**config.mk**
```make
export PLATFORM = sky130hd
export DESIGN_NAME = yapp_tx_engine_flat
export DESIGN_NICKNAME = d
export VERILOG_FILES = /design/src/rtl/yapp_tx_engine_if.sv /design/src/rtl/yapp_tx_engine.sv /design/src/flat_wrapper.sv
export SDC_FILE = /design/constraint.sdc
export NUM_CORES = 1
export LEC_CHECK = 0
export ABC_CLOCK_PERIOD_IN_PS = 9000
export CORE_ASPECT_RATIO = 1.5
export CORE_MARGIN = 4
export CORE_UTILIZATION = 50
export CTS_BUF_LIST = sky130_fd_sc_hd__clkbuf_8
export DETAILED_ROUTE_END_ITERATION = 8
export HOLD_SLACK_MARGIN = 0.03
export PLACE_DENSITY = 0.74
export SLEW_MARGIN = 5
export SYNTH_ARGS = -nofsm -noshare
export SYNTH_HDL_FRONTEND = slang
export SYNTH_SLANG_ARGS = --single-unit
```
**constraint.sdc**
```tcl
create_clock -name clock -period 9 [get_ports clock]
set_clock_uncertainty 0.2 [all_clocks]
set_input_delay 1.8 -clock clock [delete_from_list [all_inputs] [get_ports clock]]
set_output_delay 1.8 -clock clock [all_outputs]
set_load 0.03 [all_outputs]
```
**src/rtl/yapp_tx_engine_if.sv**
```systemverilog
// Command and YAPP byte-stream signals between the packet engine and its environment.
// master = the engine, slave = the command source / router side.
interface yapp_tx_engine_if #(
   parameter int CNT_WIDTH = 16
);
   logic                 cmd_valid;
   logic                 cmd_ready;
   logic [1:0]           cmd_addr;
   logic [5:0]           cmd_len;
   logic [7:0]           cmd_seed;
   logic                 cmd_bad_parity;
   logic [7:0]           in_data;
   logic                 in_data_vld;
   logic                 in_suspend;
   logic                 pkt_done;
   logic [CNT_WIDTH-1:0] pkt_count;

   modport master (
      input  cmd_valid, cmd_addr, cmd_len, cmd_seed, cmd_bad_parity, in_suspend,
      output cmd_ready, in_data, in_data_vld, pkt_done, pkt_count
   );

   modport slave (
      output cmd_valid, cmd_addr, cmd_len, cmd_seed, cmd_bad_parity, in_suspend,
      input  cmd_ready, in_data, in_data_vld, pkt_done, pkt_count
   );
endinterface

```
**src/rtl/yapp_tx_engine.sv**
```systemverilog
// YAPP packet transmitter: serializes header, incrementing payload and parity byte
// for one accepted command at a time, holding its output while the router suspends.
module yapp_tx_engine #(
   parameter int GAP_CYCLES = 1,
   parameter int CNT_WIDTH  = 16
) (
   input logic              clock,
   input logic              reset,
   yapp_tx_engine_if.master bus
);
   localparam int GW = (GAP_CYCLES > 1) ? $clog2(GAP_CYCLES) : 1;
   localparam logic [GW-1:0] GAP_LAST = GW'((GAP_CYCLES > 0) ? GAP_CYCLES - 1 : 0);

   typedef enum logic [2:0] {S_IDLE, S_HEADER, S_PAYLOAD, S_PARITY, S_GAP} state_t;

   state_t               state_q, state_d;
   logic [1:0]           addr_q, addr_d;
   logic [5:0]           len_q, len_d;
   logic [7:0]           seed_q, seed_d;
   logic                 bad_q, bad_d;
   logic [5:0]           k_q, k_d;
   logic [7:0]           parity_q, parity_d;
   logic [7:0]           data_q, data_d;
   logic                 vld_q, vld_d;
   logic                 done_q, done_d;
   logic [CNT_WIDTH-1:0] count_q, count_d;
   logic [GW-1:0]        gap_q, gap_d;

   logic       xfer;
   logic [7:0] parity_out;
   logic [7:0] next_byte;

   assign xfer       = vld_q & ~bus.in_suspend;
   assign parity_out = bad_q ? ~parity_q : parity_q;
   assign next_byte  = seed_q + {2'b00, k_q} + 8'd1;

   always_comb begin
      state_d  = state_q;
      addr_d   = addr_q;
      len_d    = len_q;
      seed_d   = seed_q;
      bad_d    = bad_q;
      k_d      = k_q;
      parity_d = parity_q;
      data_d   = data_q;
      vld_d    = vld_q;
      done_d   = 1'b0;
      count_d  = count_q;
      gap_d    = gap_q;
      unique case (state_q)
         S_IDLE: begin
            vld_d  = 1'b0;
            data_d = '0;
            if (bus.cmd_valid) begin
               addr_d   = bus.cmd_addr;
               len_d    = bus.cmd_len;
               seed_d   = bus.cmd_seed;
               bad_d    = bus.cmd_bad_parity;
               data_d   = {bus.cmd_len, bus.cmd_addr};
               parity_d = {bus.cmd_len, bus.cmd_addr};
               vld_d    = 1'b1;
               k_d      = '0;
               state_d  = S_HEADER;
            end
         end
         // parity_q always includes the byte currently on in_data
         S_HEADER: begin
            if (xfer) begin
               if (len_q == 6'd0) begin
                  data_d  = parity_out;
                  state_d = S_PARITY;
               end else begin
                  data_d   = seed_q;
                  parity_d = parity_q ^ seed_q;
                  k_d      = '0;
                  state_d  = S_PAYLOAD;
               end
            end
         end
         S_PAYLOAD: begin
            if (xfer) begin
               if (k_q == len_q - 6'd1) begin
                  data_d  = parity_out;
                  state_d = S_PARITY;
               end else begin
                  data_d   = next_byte;
                  parity_d = parity_q ^ next_byte;
                  k_d      = k_q + 6'd1;
               end
            end
         end
         S_PARITY: begin
            if (xfer) begin
               done_d  = 1'b1;
               count_d = count_q + CNT_WIDTH'(1);
               vld_d   = 1'b0;
               data_d  = '0;
               gap_d   = '0;
               state_d = (GAP_CYCLES > 0) ? S_GAP : S_IDLE;
            end
         end
         S_GAP: begin
            vld_d  = 1'b0;
            data_d = '0;
            if (gap_q == GAP_LAST) begin
               state_d = S_IDLE;
            end else begin
               gap_d = gap_q + GW'(1);
            end
         end
         default: state_d = S_IDLE;
      endcase
   end

   always_ff @(posedge clock) begin
      if (reset) begin
         state_q  <= S_IDLE;
         addr_q   <= '0;
         len_q    <= '0;
         seed_q   <= '0;
         bad_q    <= 1'b0;
         k_q      <= '0;
         parity_q <= '0;
         data_q   <= '0;
         vld_q    <= 1'b0;
         done_q   <= 1'b0;
         count_q  <= '0;
         gap_q    <= '0;
      end else begin
         state_q  <= state_d;
         addr_q   <= addr_d;
         len_q    <= len_d;
         seed_q   <= seed_d;
         bad_q    <= bad_d;
         k_q      <= k_d;
         parity_q <= parity_d;
         data_q   <= data_d;
         vld_q    <= vld_d;
         done_q   <= done_d;
         count_q  <= count_d;
         gap_q    <= gap_d;
      end
   end

   assign bus.cmd_ready   = (state_q == S_IDLE);
   assign bus.in_data     = data_q;
   assign bus.in_data_vld = vld_q;
   assign bus.pkt_done    = done_q;
   assign bus.pkt_count   = count_q;
endmodule

```
**src/flat_wrapper.sv**
```systemverilog
// flat-port wrapper written by rule: the top's interface ports become plain ports
module yapp_tx_engine_flat 
#(
   parameter int GAP_CYCLES = 1,
   parameter int CNT_WIDTH  = 16
)
  (clock, reset, bus_cmd_valid, bus_cmd_addr, bus_cmd_len, bus_cmd_seed, bus_cmd_bad_parity, bus_in_suspend, bus_cmd_ready, bus_in_data, bus_in_data_vld, bus_pkt_done, bus_pkt_count);
  yapp_tx_engine_if #(.CNT_WIDTH(CNT_WIDTH)) bus_i ();
  input logic clock;
  input logic reset;
  input wire logic [$bits(bus_i.cmd_valid)-1:0] bus_cmd_valid;
  input wire logic [$bits(bus_i.cmd_addr)-1:0] bus_cmd_addr;
  input wire logic [$bits(bus_i.cmd_len)-1:0] bus_cmd_len;
  input wire logic [$bits(bus_i.cmd_seed)-1:0] bus_cmd_seed;
  input wire logic [$bits(bus_i.cmd_bad_parity)-1:0] bus_cmd_bad_parity;
  input wire logic [$bits(bus_i.in_suspend)-1:0] bus_in_suspend;
  output wire logic [$bits(bus_i.cmd_ready)-1:0] bus_cmd_ready;
  output wire logic [$bits(bus_i.in_data)-1:0] bus_in_data;
  output wire logic [$bits(bus_i.in_data_vld)-1:0] bus_in_data_vld;
  output wire logic [$bits(bus_i.pkt_done)-1:0] bus_pkt_done;
  output wire logic [$bits(bus_i.pkt_count)-1:0] bus_pkt_count;
  assign bus_i.cmd_valid = bus_cmd_valid;
  assign bus_i.cmd_addr = bus_cmd_addr;
  assign bus_i.cmd_len = bus_cmd_len;
  assign bus_i.cmd_seed = bus_cmd_seed;
  assign bus_i.cmd_bad_parity = bus_cmd_bad_parity;
  assign bus_i.in_suspend = bus_in_suspend;
  assign bus_cmd_ready = bus_i.cmd_ready;
  assign bus_in_data = bus_i.in_data;
  assign bus_in_data_vld = bus_i.in_data_vld;
  assign bus_pkt_done = bus_i.pkt_done;
  assign bus_pkt_count = bus_i.pkt_count;
  yapp_tx_engine #(.GAP_CYCLES(GAP_CYCLES), .CNT_WIDTH(CNT_WIDTH)) u_core (.clock(clock), .reset(reset), .bus(bus_i));
endmodule
```
==> flow_summary_export.csv, run 1 <==
group,metric,value,unit
global_routing,top_usage_layer,"met2",
floorplan,num_io_pins,48,
logic_synthesis,synth_seq_cells,58,
route,dr.first_iter.drc_count,285,
worst_setup_path,cp-endpoint,"u_core.parity_q[7]",
clock_tree,tritoncts,"done",
worst_setup_path,critPathMaxStageDelay,0.53,ns
timing,worstMarginPinSlew,1.21,ns
floorplan,core_area,0.00662,mm²
global_routing,grt_usage,0.244,
route,drc,0,
power,power_switching,196,µW
global_routing,met1_usage,0.277,
placement,port_buffers,47,
outcome,status,"complete, no violations",
worst_setup_path,end_kind,"flop",
route,wl,9380,µm
route,vias_per_cell,6.07,
worst_hold_path,worstHoldPathType,"flop to flop",
final_layout,final_cell_area,0.00416,mm²
route,post_drt_wl_per_cell,16.7,µm
clock_tree,cts_setup_buffers,0,
timing,period_minus_slack,3.91,ns
worst_setup_path,r2r_setup_slack,5.71,ns
placement,place_congestion,0.924,
final_layout,fin_util,0.629,
global_routing,antenna_found_initial,0,
floorplan,rows,36,
floorplan,dieHeight,110,µm
final_layout,final_common_cell,"nand2_1",
run,drv_cap,0,
clock_tree,ctsHoldBuffers,0,
clock_tree,clk_pin_slew,0.06,ns
clock_tree,cts-htree-levels,3,
floorplan,die_w,75.8,µm
placement,pre_cts_ws,4.76,ns
global_routing,overflow,0,
logic_synthesis,yosys_most_used_dff,"dfxtp_1",
logic_synthesis,syn_avg_cell_area,7.79,µm²
final_layout,layout_common_cells,"71 x nand2_1, 58 x dfxtp_1, 46 x clkdlybuf4s50_1",
power,power_density,163,mW/mm²
final_layout,drive_above_1_share,0.0637,
final_layout,area_growth,20.6,%
global_routing,use_met3,0.0631,
power,seqPwrFrac,0.421,
logic_synthesis,yosysSeqAreaShare,0.336,
worst_setup_path,required,9.04,ns
route,via_count,3417,
worst_setup_path,start_kind,"primary input",
logic_synthesis,syn-num-nets,474,
timing,fin_crit_sh,0.434,
power,ir_drop,0.0884,mV
worst_setup_path,crit_start,"bus_in_suspend",
worst_setup_path,rr_worst_depth,6,
power,intPower,483,µW
timing,setup-tns-final,0,ns
logic_synthesis,synth_edf_count,0,
timing,setup_slack,5.09,ns
route,first_pass_iters,4,
global_routing,grt_pass1_wl,15400,µm
timing,finalMaxSlewViolations,0,
logic_synthesis,synth_area,0.00345,mm²
clock_tree,cts_resized,0,
timing,hold_violations,0,
placement,dp_hpwl,6680,µm
logic_synthesis,yosysUniqueCellTypes,54,
worst_setup_path,critical_path_class,"primary input to flop",
logic_synthesis,async_flop_share,0,
placement,placed_area,0.00395,mm²
clock_tree,cts_root_buf,"clkbuf_8",
logic_synthesis,postSynthCellCount,443,
global_routing,grtUsageMet2,0.404,
logic_synthesis,yosys_warnings,0,
power,p_leak,1.50,nW
worst_setup_path,arrival,3.95,ns
floorplan,start_util,0.521,
final_layout,antenna_cells,0,
worst_setup_path,slowest_stage,"clkdlybuf4s50_1",
global_routing,grt_max_degree,54,
clock_tree,clk_latency,0.33,ns
timing,rsz0062_at_grt,"no",
global_routing,grt_pass1_vias,3305,
power,swShare,0.289,
timing,max_freq,256,MHz
timing,setup_viol,0,
clock_tree,cts_sinks,58,
route,ant_nets,0,
worst_setup_path,regToRegStartpoint,"u_core.len_q[2]",
final_layout,final_nets,513,
power,power_frac_clock,0.375,
worst_setup_path,crit_fanout,18,
clock_tree,cts.path.max_buffers,2,
worst_setup_path,r2r_end,"u_core.parity_q[7]",
worst_setup_path,crit_chain,"clkdlybuf4s50_1 > nor2b_1 > mux2_2 > a22oi_1 > a21o_1 > a21boi_0 > o221ai_1",
clock_tree,cts_made_buffers,9,
timing,relSlewSlack,0.183,
power,comb_power_share,0.204,
final_layout,fillers,594,
floorplan,dieArea,0.00832,mm²
-- area by class of cell --
type / instances / area, µm² / share of cell area
multi-input cells: 352 / 2160 / 0.520
flip-flops and latches: 58 / 1160 / 0.279
repair buffers: 49 / 480 / 0.115
clock buffers: 13 / 179 / 0.0430
well taps: 76 / 95.1 / 0.0228
inverters: 12 / 45.0 / 0.0108
clock inverters: 3 / 37.5 / 0.00902
-- how the worst min path moves through the flow --
stage	from	to	slack, ns	depth (start not counted)
2_1_floorplan	u_core.seed_q[7]	u_core.seed_q[7]	0.24	2
3_3_place_gp	u_core.seed_q[7]	u_core.seed_q[7]	0.25	2
3_5_place_dp	u_core.seed_q[7]	u_core.seed_q[7]	0.25	2
4_1_cts	u_core.seed_q[7]	u_core.seed_q[7]	0.26	2
5_1_grt	u_core.seed_q[7]	u_core.seed_q[7]	0.29	2
6_report	u_core.seed_q[7]	u_core.seed_q[7]	0.25	2
-- kinds of logic (layout without fill, tap and decap cells) --
logic type               count (synthesis)  in the layout  synth area share
buffers and inverters                   33             77            0.0363
AO/OA/AOI/OAI                          124            124             0.244
AND/OR/NAND/NOR                        180            180             0.246
flip-flops                              58             58             0.336
adder cells (fa/ha/maj)                 10             10            0.0384
XOR/XNOR                                33             33            0.0838
multiplexers                             5              5            0.0149
-- cell usage after synthesis (all sizes together) (5+ instances only) --
cell type  number  share of area
or3             8          0.016
a21boi          6          0.013
dfxtp          58           0.34
o21a            6          0.013
nor3           12          0.017
o32ai           5          0.013
nor2           41          0.045
inv            12          0.013
a21oi          40          0.058
ha              9          0.033
clkbuf         18          0.020
nand2          72          0.080
a221oi          5          0.013
a211oi         10          0.022
nand3          12          0.017
and3            6          0.011
xnor2          16          0.041
o21ai          21          0.030
nand2b          5         0.0091
xor2           17          0.043
-- metal layers --
metal	routed length [µm]	up-vias
met3	546	35
met2	4770	116
li1	-	1666
met5	0	-
met1	3660	1600
met4	398	0
-- metrics by stage --
step | instances | hold slack [ns] | power (mW)
after detailed placement | 547 | 0.252 | 0.428
after CTS | 563 | 0.261 | 0.683
after floorplan | 443 | 0.236 | 0.383
after global routing | 563 | 0.288 | 0.712
final | 563 | 0.255 | 0.679
after global placement | 547 | 0.248 | 0.425
-- state kept, by name, summed over array words and instances, names as in the netlist --
signal,flops
u_core.k_q,6
u_core.state_q,3
u_core.len_q,6
u_core.bad_q,1
u_core.parity_q,8
u_core.bus.pkt_count,16
u_core.bus.pkt_done,1
u_core.bus.in_data,8
u_core.seed_q,8
u_core.bus.in_data_vld,1
-- power by group through the flow --
| stage | Clock [mW] | Combinational [mW] | Sequential [mW] |
|---|---|---|---|
| floorplan | 0 | 0.0885 | 0.294 |
| CTS | 0.260 | 0.138 | 0.286 |
| finish | 0.254 | 0.139 | 0.286 |
| global placement | 0 | 0.134 | 0.291 |
| detailed placement | 0 | 0.137 | 0.291 |
| global route | 0.273 | 0.152 | 0.288 |
-- critical path: cells and delay by family --
kind                   cells  cell delay (ns)
muxes                      1             0.28
AOI/OAI and AO/OA          4             1.26
and+or+nand+nor            1             0.08
buffers and inverters      1             0.53
No activity file was read; power rests on OpenSTA's default activity.
==> run 2, diff against run 1 <==
ABC_CLOCK_PERIOD_IN_PS = 4000   (was 9000)
clock period = 4 ns   (was 9 ns; I/O delays follow)
==> flow_summary_export.csv, run 2 (same netlist as run 1, synthesis figures left out) <==
group,metric,value,unit
outcome,status,"complete, no violations",
route,ant_nets,0,
clock_tree,cts_made_buffers,9,
clock_tree,clk_pin_slew,0.07,ns
timing,finalMaxSlewViolations,0,
worst_setup_path,crit_fanout,18,
worst_setup_path,regToRegStartpoint,"u_core.len_q[2]",
timing,worstMarginPinSlew,1.29,ns
floorplan,die_w,75.8,µm
run,drv_cap,0,
placement,dp_hpwl,6870,µm
worst_setup_path,required,4.05,ns
floorplan,start_util,0.521,
worst_hold_path,worstHoldPathType,"flop to flop",
floorplan,dieArea,0.00832,mm²
route,dr.first_iter.drc_count,337,
clock_tree,tritoncts,"done",
final_layout,area_growth,20.7,%
global_routing,grt_pass1_wl,15900,µm
worst_setup_path,arrival,3.15,ns
final_layout,drive_above_1_share,0.0676,
worst_setup_path,r2r_end,"u_core.parity_q[7]",
worst_setup_path,crit_buf_inv,0,
clock_tree,cts_setup_buffers,0,
power,ir_drop,0.185,mV
timing,fin_crit_sh,0.774,
placement,place_congestion,0.901,
floorplan,dieHeight,110,µm
placement,placed_area,0.00396,mm²
final_layout,largest_reg_flops,16,
power,totalPowerFinal,1.51,mW
timing,hold_violations,0,
clock_tree,cts_sinks,58,
worst_setup_path,r2r_setup_slack,0.90,ns
final_layout,layout_common_cells,"71 x nand2_1, 58 x dfxtp_1, 46 x clkdlybuf4s50_1",
global_routing,antenna_found_initial,0,
worst_setup_path,end_kind,"flop",
worst_setup_path,crit_chain,"or3_4 > or3b_2 > a22oi_1 > a21o_1 > a21boi_0 > o221ai_1",
final_layout,final_nets,515,
route,vias_per_cell,6.07,
worst_setup_path,critPathMaxStageDelay,0.66,ns
global_routing,grt_max_degree,38,
power,power_density,362,mW/mm²
final_layout,final_cell_area,0.00417,mm²
worst_setup_path,start_kind,"flop",
worst_hold_path,holdPathEnd,"u_core.seed_q[7]",
route,post_drt_wl_per_cell,16.9,µm
timing,setup-tns-final,0,ns
worst_setup_path,rr_worst_depth,6,
placement,port_buffers,47,
worst_setup_path,critical_path_class,"flop to flop",
global_routing,grt_pass1_vias,3429,
worst_hold_path,holdPathStages,2,
placement,dp_cells,549,
final_layout,antenna_cells,0,
final_layout,final_common_cell,"nand2_1",
clock_tree,cts.path.max_buffers,2,
route,drc,0,
clock_tree,cts-htree-levels,3,
final_layout,fin_cells,564,
route,first_pass_iters,6,
global_routing,grt_usage,0.251,
global_routing,overflow,0,
timing,rsz0062_at_grt,"no",
worst_setup_path,path_delay_family,"compound AO/OA/AOI/OAI gates",
floorplan,rows,36,
final_layout,fin_util,0.629,
route,via_count,3422,
timing,setup_viol,0,
clock_tree,cts_root_buf,"clkbuf_8",
timing,relSlewSlack,0.133,
clock_tree,clk_latency,0.33,ns
clock_tree,cts_resized,0,
timing,max_freq,323,MHz
power,p_leak,1.51,nW
clock_tree,ctsHoldBuffers,0,
worst_setup_path,slowest_stage,"or3b_2",
floorplan,num_io_pins,48,
floorplan,core_area,0.00662,mm²
timing,period_minus_slack,3.10,ns
final_layout,fillers,607,
route,wl,9550,µm
worst_hold_path,hold_start,"u_core.seed_q[7]",
run 2: how the worst max path moves through the flow:
stage / cells past startpoint / from / end
floorplan: 6 / u_core.len_q[2] / u_core.bus.in_data[6]
global placement: 6 / bus_in_suspend / u_core.bus.pkt_count[14]
detailed placement: 6 / bus_in_suspend / u_core.bus.pkt_count[14]
CTS: 6 / u_core.len_q[2] / u_core.parity_q[7]
global route: 6 / u_core.len_q[2] / u_core.k_q[5]
finish: 6 / u_core.len_q[2] / u_core.parity_q[7]
run 2: routing by layer:
layer,track usage,up-vias,wire length [µm]
met3,0.0567,30,527
met4,0.158,0,456
met1,0.287,1599,3820
met2,0.410,131,4740
li1,-,1662,-
met5,0,-,0
run 2: layout make-up:
cell class	instances	area, µm²	area share
inverter	12	45.0	0.0108
clock buffer	12	165	0.0397
tap	76	95.1	0.0228
timing repair buffer	51	495	0.119
clock inverter	3	38.8	0.00931
sequential	58	1160	0.279
multi-input combinational	352	2160	0.520
run 2: worst min-delay path, stage by stage (launching register included):
cell and delay, ns:
dfxtp_1 0.31, nand2_1 0.05, a21oi_1 0.05
run 2: through the flow:
step / hold WS, ns / worst slack [ns]
after detailed placement: 0.254 / 0.755
after global placement: 0.249 / 0.792
final: 0.260 / 0.904
after floorplan: 0.236 / 1.16
after global routing: 0.288 / 0.745
after CTS: 0.263 / 0.969
run 2: report_power, final:
group	leakage [nW]	total [mW]	internal (mW)	switching (mW)
sequential	0.473	0.644	0.608	0.0361
clock	0.110	0.552	0.332	0.220
combinational	0.923	0.314	0.127	0.186
